==> src/rtl/serial_fa_ctrl.sv <==
// serial_fa_ctrl: bit-serial add/subtract controller around a single 1-bit
// full-adder cell (fa_nand). One bit pair per clock, LSB first.
// Optional build macro SERIAL_FA_OVF_EN: when defined, signed overflow is
// computed on the last bit; when undefined, ovf is tied low.

// Gate-level 1-bit full adder built only from 2-input NANDs.
module fa_nand (
  input  logic a,
  input  logic b,
  input  logic ci,
  output logic s,
  output logic co
);
  logic n1, n2, n3, x, n4, n5, n6;
  assign n1 = ~(a & b);
  assign n2 = ~(a & n1);
  assign n3 = ~(b & n1);
  assign x  = ~(n2 & n3);   // a ^ b
  assign n4 = ~(x & ci);
  assign n5 = ~(x & n4);
  assign n6 = ~(ci & n4);
  assign s  = ~(n5 & n6);   // a ^ b ^ ci
  assign co = ~(n1 & n4);   // a&b | (a^b)&ci
endmodule

module serial_fa_ctrl #(
  parameter int WIDTH = 8
) (
  input  logic             clk,
  input  logic             rst,
  input  logic             start,
  input  logic             sub,
  input  logic [WIDTH-1:0] a,
  input  logic [WIDTH-1:0] b,
  output logic             busy,
  output logic             done,
  output logic [WIDTH-1:0] sum,
  output logic             cout,
  output logic             ovf
);
  localparam int CW = (WIDTH > 2) ? $clog2(WIDTH) : 1;

  typedef enum logic [1:0] {IDLE, RUN, DONE} state_t;

  state_t           state;
  logic [WIDTH-1:0] sa, sb;
  logic [CW-1:0]    cnt;
  logic             creg;
  logic             fs, fc;
  logic             last;

  // The one shared adder cell; operands come from the LSBs of the shifters.
  fa_nand u_fa (
    .a  (sa[0]),
    .b  (sb[0]),
    .ci (creg),
    .s  (fs),
    .co (fc)
  );

  assign last = (cnt == CW'(WIDTH-1));

`ifdef SERIAL_FA_OVF_EN
  logic ovf_q;
  assign ovf = ovf_q;
`else
  assign ovf = 1'b0;
`endif

  // Control FSM plus operand/result shifters; all outputs registered.
  always_ff @(posedge clk) begin
    if (rst) begin
      state <= IDLE;
      busy  <= 1'b0;
      done  <= 1'b0;
      sum   <= '0;
      cout  <= 1'b0;
      cnt   <= '0;
      creg  <= 1'b0;
      sa    <= '0;
      sb    <= '0;
`ifdef SERIAL_FA_OVF_EN
      ovf_q <= 1'b0;
`endif
    end else begin
      case (state)
        IDLE: begin
          done <= 1'b0;
          if (start) begin
            sa    <= a;
            // Subtract as A + ~B + 1: invert B and seed the carry with 1.
            sb    <= sub ? ~b : b;
            creg  <= sub;
            cnt   <= '0;
            sum   <= '0;
            cout  <= 1'b0;
`ifdef SERIAL_FA_OVF_EN
            ovf_q <= 1'b0;
`endif
            busy  <= 1'b1;
            state <= RUN;
          end
        end
        RUN: begin
          sum  <= {fs, sum[WIDTH-1:1]};
          creg <= fc;
          sa   <= sa >> 1;
          sb   <= sb >> 1;
          cnt  <= cnt + 1'b1;
          if (last) begin
            cout  <= fc;
`ifdef SERIAL_FA_OVF_EN
            // creg holds the carry into the MSB while the MSB is processed.
            ovf_q <= creg ^ fc;
`endif
            done  <= 1'b1;
            state <= DONE;
          end
        end
        DONE: begin
          done  <= 1'b0;
          busy  <= 1'b0;
          state <= IDLE;
        end
        default: state <= IDLE;
      endcase
    end
  end
endmodule

==> config.mk <==
export PLATFORM = sky130hd
export DESIGN_NAME = serial_fa_ctrl
export DESIGN_NICKNAME = d
export VERILOG_FILES = /design/src/rtl/serial_fa_ctrl.sv
export SDC_FILE = /design/constraint.sdc
export NUM_CORES = 1
export LEC_CHECK = 0
export BUFFER_PORTS_ARGS = -buffer_cell sky130_fd_sc_hd__buf_2
export CAP_MARGIN = 20
export CORE_ASPECT_RATIO = 1.25
export CORE_MARGIN = 2
export CORE_UTILIZATION = 50
export DETAILED_ROUTE_END_ITERATION = 8
export GPL_TIMING_DRIVEN = 0
export PLACE_DENSITY = 0.79
export SYNTH_ARGS = -nofsm -noshare
export SYNTH_HDL_FRONTEND = slang
export SYNTH_SLANG_ARGS = --single-unit
export TNS_END_PERCENT = 10
==> constraint.sdc <==
create_clock -name clk -period 1.6 [get_ports clk]
set_input_delay 0.08 -clock clk [delete_from_list [all_inputs] [get_ports clk]]
set_output_delay 0.08 -clock clk [all_outputs]
set_load 0.03 [all_outputs]
* Yosys cells after proc, flatten, opt, wreduce, memory -nomap -nowiden *
Index checks and enable logic that the tools add are counted.

operators by class
  $add $sub $neg = 1
  div/mod/pow operators = 0
  multiplexer cells = 21
  $mul = 0
  shifts and indexed selects = 0
  reductions and logical operators = 10
  bitwise logic cells = 19
  order comparisons = 0
  equality and inequality tests = 5

operators with widths
  kind                                                             number
  8-bit one-hot mux with 2 select lines                            3
  8-bit 2-to-1 mux                                                 4
  1-bit AND                                                        9
  1-bit NOT                                                        9
  8-bit NOT                                                        1
  1-bit one-hot mux with 2 select lines                            4
  2-bit AND reduction                                              4
  3-bit one-hot mux with 2 select lines                            1
  2-bit nonzero test                                               3
  1-bit 2-to-1 mux                                                 5
  2-bit 2-to-1 mux                                                 2
  2-bit inequality test, second input constant                     2
  2-bit one-hot mux with 2 select lines                            1
  3-bit by 1-bit adder with 3-bit output, second input constant    1
  3-bit == test, second input constant                             1
  3-bit 2-to-1 mux                                                 1
  3-bit AND reduction                                              1
  2-bit by 1-bit == test with 1-bit output, second input constant  1
  2-bit == test, second input constant                             1
  2-bit logical NOT                                                1
  2-bit OR reduction                                               1

word-level totals
  memories = 0
  bits in read-only memories = 0
  output and inout bits = 12
  bits in writable memories = 0
  bits in latches = 0
  bits in registers = 33

* Longest topological paths before layout *
  depth after elaboration = 13
  depth in mapped cells = 6
  depth with buffers taken out = 5

* By module *
A second synthesis with hierarchy kept.

unflattened totals
  cells, all modules = 150
  area, all modules = 1478.9 um2

modules (own cells, without submodules)
  module          seq. area each (um2)  area an instance (um2)  cells each  instances
  serial_fa_ctrl  660.6                 1458.9                  149         1
  fa_nand         0.0                   20.0                    1           1

* Worst setup path after synthesis *
OpenSTA, ideal clock, no wires.

  path kind = register to register
  start point = register creg
  end point = register creg
  period minus slack after synthesis = 1281 ps
  stages on the path, launching flop included = 5
  slack = 319 ps
  arrival time = 1194 ps
  cells stage by stage = dfxtp_1 > inv_1 > fa_1 > a22o_1 > a221oi_2

between the ends
  word-level cells in the longest chain between the ends = 5

ends and longest elaborated chain
  what                                   RTL line  text
  start, declared                        48        logic creg;
  start signal, assigned                 93        creg <= sub;
  1-bit AND                              19        assign n4 = ~(x & ci);
  1-bit NOT                              19
  1-bit AND                              23        assign co = ~(n1 & n4);
  1-bit NOT                              23
  1-bit one-hot mux with 2 select lines  86        case (state)

Every way passes these cells.
A chain may end at the register's enable or synchronous reset.

* Worst setup path after layout *
  start point = register cnt[0]
  end point = register cout

between the ends
  word-level cells in the longest chain between the ends = 3

ends and longest elaborated chain
  what                                    RTL line  text
  start, declared                         47        logic [CW-1:0] cnt;
  start signal, assigned                  109       cnt <= cnt + 1'b1;
  3-bit == test                           61        assign last = (cnt == CW'(WIDTH-1));
  2-bit inequality test (no source line)  n/a
  3-bit AND reduction (no source line)    n/a
  end signal, assigned                    77        cout <= 1'b0;
  end signal, assigned                    96        cout <= 1'b0;
  end signal, assigned                    111       cout <= fc;
  end, declared                           38        output logic cout,

Every way passes these cells.

==> run summary <==
The top cell types in the final layout, fill and taps aside, are 33 x dfxtp_1, 31 x buf_2, 20 x nor2_1. TritonCTS built the clock tree. IR analysis of the VDD net gives a maximum drop of 0.6374 mV.

Data on the critical path is required at its endpoint by 1.83 ns. Setup violations remaining at the end of the flow were counted as 0. Initial core utilization: 51.31%. CTS saw 33 sinks. Share of post-route cells with drive strength above 1: 31.67%.

The synthesized netlist cell count was 144. Dividing the detail-routed wire length by the instance count gives 12.98 um. For this block, the via count after detailed routing is 1154. Counting along the longest clock path gives a buffer depth of 2. In this run, post-CTS repair resized a total of 0 instances.

For the final wirelength, the log shows 2.804 mm. The worst clock skew on the final layout is 0.009061 ns. The leakage power came out at 0.7059 nW. The logs give 1153 for the via count of the first global-routing pass and 1 for the number of hold-repair buffers added at the cts stage. The number of maximum-capacitance constraint violations came out at 0. Power spread over the standard cell area amounts to 942.5 nW/um^2. Setup repair after global routing left no endpoint under its margin. The final hold violation count came out at 0.

Clock latency on the worst-skew pair, taken at its later pin, is 0.34 ns. The detailed-router iteration count before antenna repair is 4. The critical path in this run is classified as register to register. Once detail routing completed, the nets flagged for antenna violations numbered 0. The post-synth design cell area is 1469 um^2. Measured along the x axis, the die boundary spans 52.48 um. The number of remaining DRC errors is 0, and the critical path arrival is 1.59 ns. The number of distinct library cell variants in the gate-level netlist after synthesis was 31; the total setup buffers inserted after CTS was 0.

The die covers 3390 um^2. Number of top-level pins: 32. For this run, the register share of the synthesized area comes to 44.97%. The most common cell after layout, fill and taps aside was dfxtp_1. The fraction of the core area covered by cells at the end of the flow came out at 60.05%. The vertical extent of the die was 64.60 um.

The Yosys step of the flow raised 0 warnings. For the final count of pins violating max slew, the log shows 0. After detailed routing, the number of vias per cell comes to 5.343. For this run, the total global-route usage over all layers was measured as 19.27%. In this run the core area contains 22 standard-cell rows.

CTS placed an instance of clkbuf_4 at the clock tree root. Along the worst path, the maximum fanout reaches 5. The smallest clock period supported by the final layout is computed as 1.369 ns. Entering global routing, the biggest net connects 11 pins. On the final layout, the worst hold slack is 0.02148 ns. The first global-routing pass estimated 4.912 mm of wire. The congestion estimate from routability-driven global placement came to 0.7669. For the number of nets produced by synthesis, the log shows 167. The type of element capturing the critical path is a register. The run finished with clean final reports. After synthesis the netlist holds a flip-flop and latch count of 33.

At the end of the flow, the number of nets in the layout was 203. The count of flip-flops with a built-in enable after synthesis is 0, and the total negative slack for setup checks is 0 ns. For this run the aggregate overflow at the end of global routing stands at 0. The post-CTS clock slew at the launch and capture registers of the worst setup and hold paths was 0.09 ns; the total half-perimeter wirelength after legalization and detailed placement was 2.088 mm. The repair_antennas step left the layout with diodes totalling 0. The CTS buffer count was 5. After layout, the worst setup slack is 0.2309 ns. For this run, the top clock speed supported by timing is 730.4 MHz.

The first-iteration detailed-routing DRC count came out at 32. STA classifies the critical path startpoint as a register. For the count of H-tree levels built during CTS, the log shows 2.

Of all flip-flops after synthesis, the portion carrying an async set or reset was 0%. Relative to the synthesized area, the layout overhead comes to 17.04%. OpenSTA, run right after detailed placement, puts the worst setup slack at 0.2660 ns.

Each instance of the synthesized netlist takes up on average 10.20 um^2. The count of input and output buffers is 28, and the fill cell instance count of the final layout is 278. The post-route fraction of the period consumed by the critical path came out at 85.57%. The number of antenna violations at the first check in global routing was 0. In the synthesized netlist the dominant register cell turns out to be dfxtp_1.

The worst hold path belongs to the class primary input to register. After floorplanning, the core was sized to cover 2863 um^2.
-- cells by family after synthesis --
logic type               count (synthesis)  share of synthesized area, %
AO/OA/AOI/OAI                           44                         25.04
XOR/XNOR                                 8                         4.770
adder cells (fa/ha/maj)                  3                         3.066
buffers and inverters                   18                         7.410
flip-flops                              33                         44.97
multiplexers                             7                         4.770
other                                    1                        0.2553
AND/OR/NAND/NOR                         30                         9.709
-- final timing paths --
kind | startpoint | endpoint | slack [ns] | depth (start not counted)
max | cnt[0] | cout | 0.23 | 5
min | b[6] | sb[6] | 0.02 | 3
max reg2reg | cnt[0] | cout | 0.23 | 5
min reg2reg | cout | cout | 0.50 | 2
-- cell type report --
| type | instances | area, um^2 | share of cell area [%] |
|---|---|---|---|
| plain buffers | 13 | 90.09 | 5.240 |
| clock buffers | 7 | 55.05 | 3.202 |
| inverters | 5 | 18.77 | 1.092 |
| multi-input cells | 93 | 699.4 | 40.68 |
| flip-flops and latches | 33 | 660.6 | 38.43 |
| well taps | 36 | 45.04 | 2.620 |
| repair buffers | 29 | 150.1 | 8.734 |
-- routing by layer --
layer,vias to the layer above,global-route usage [%],share of wire [%]
met2,24,32.81,53
met3,5,6.912,5.4
met5,-,0,0
li1,584,-,-
met4,0,8.974,1.5
met1,541,20.67,41
-- worst max-delay path: stages, from the launching register on --
cell	delay (ns)
dfxtp_1	0.35
ha_1	0.21
ha_1	0.24
nor3b_1	0.16
o21ai_0	0.21
a21oi_1	0.09
-- state kept, by name, indices dropped and copies added (netlist names) --
signal	flops
sa	8
sb	8
sum	8
cnt	3
state	2
busy	1
cout	1
creg	1
done	1
-- through the flow --
stage / std cells / area (um^2) / power (mW)
floorplan: 144 / 1469 / 1.099
global placement: 208 / 1654 / 1.153
detailed placement: 208 / 1654 / 1.166
CTS: 216 / 1719 / 1.638
global route: 216 / 1719 / 1.704
finish: 216 / 1719 / 1.620
-- cell usage after synthesis (all sizes together) (2+ instances only) --
library cell / count / area share (%)
a211oi: 10 / 7.8
a21oi: 3 / 1.0
a22oi: 18 / 9.2
buf: 10 / 5.4
clkbuf: 3 / 0.77
dfxtp: 33 / 45
ha: 2 / 1.7
inv: 5 / 1.3
mux2i: 7 / 4.8
nand2b: 2 / 0.85
nor2: 21 / 5.5
nor2b: 2 / 0.85
nor3b: 3 / 1.9
o22ai: 7 / 3.0
xnor2: 7 / 4.2
-- power by group --
part | switching, mW | total (mW) | internal, mW
registers | 0.0242 | 0.889 | 0.865
logic | 0.137 | 0.257 | 0.120
clock network | 0.267 | 0.474 | 0.207
Note: power is estimated with default switching activity, not from simulation.
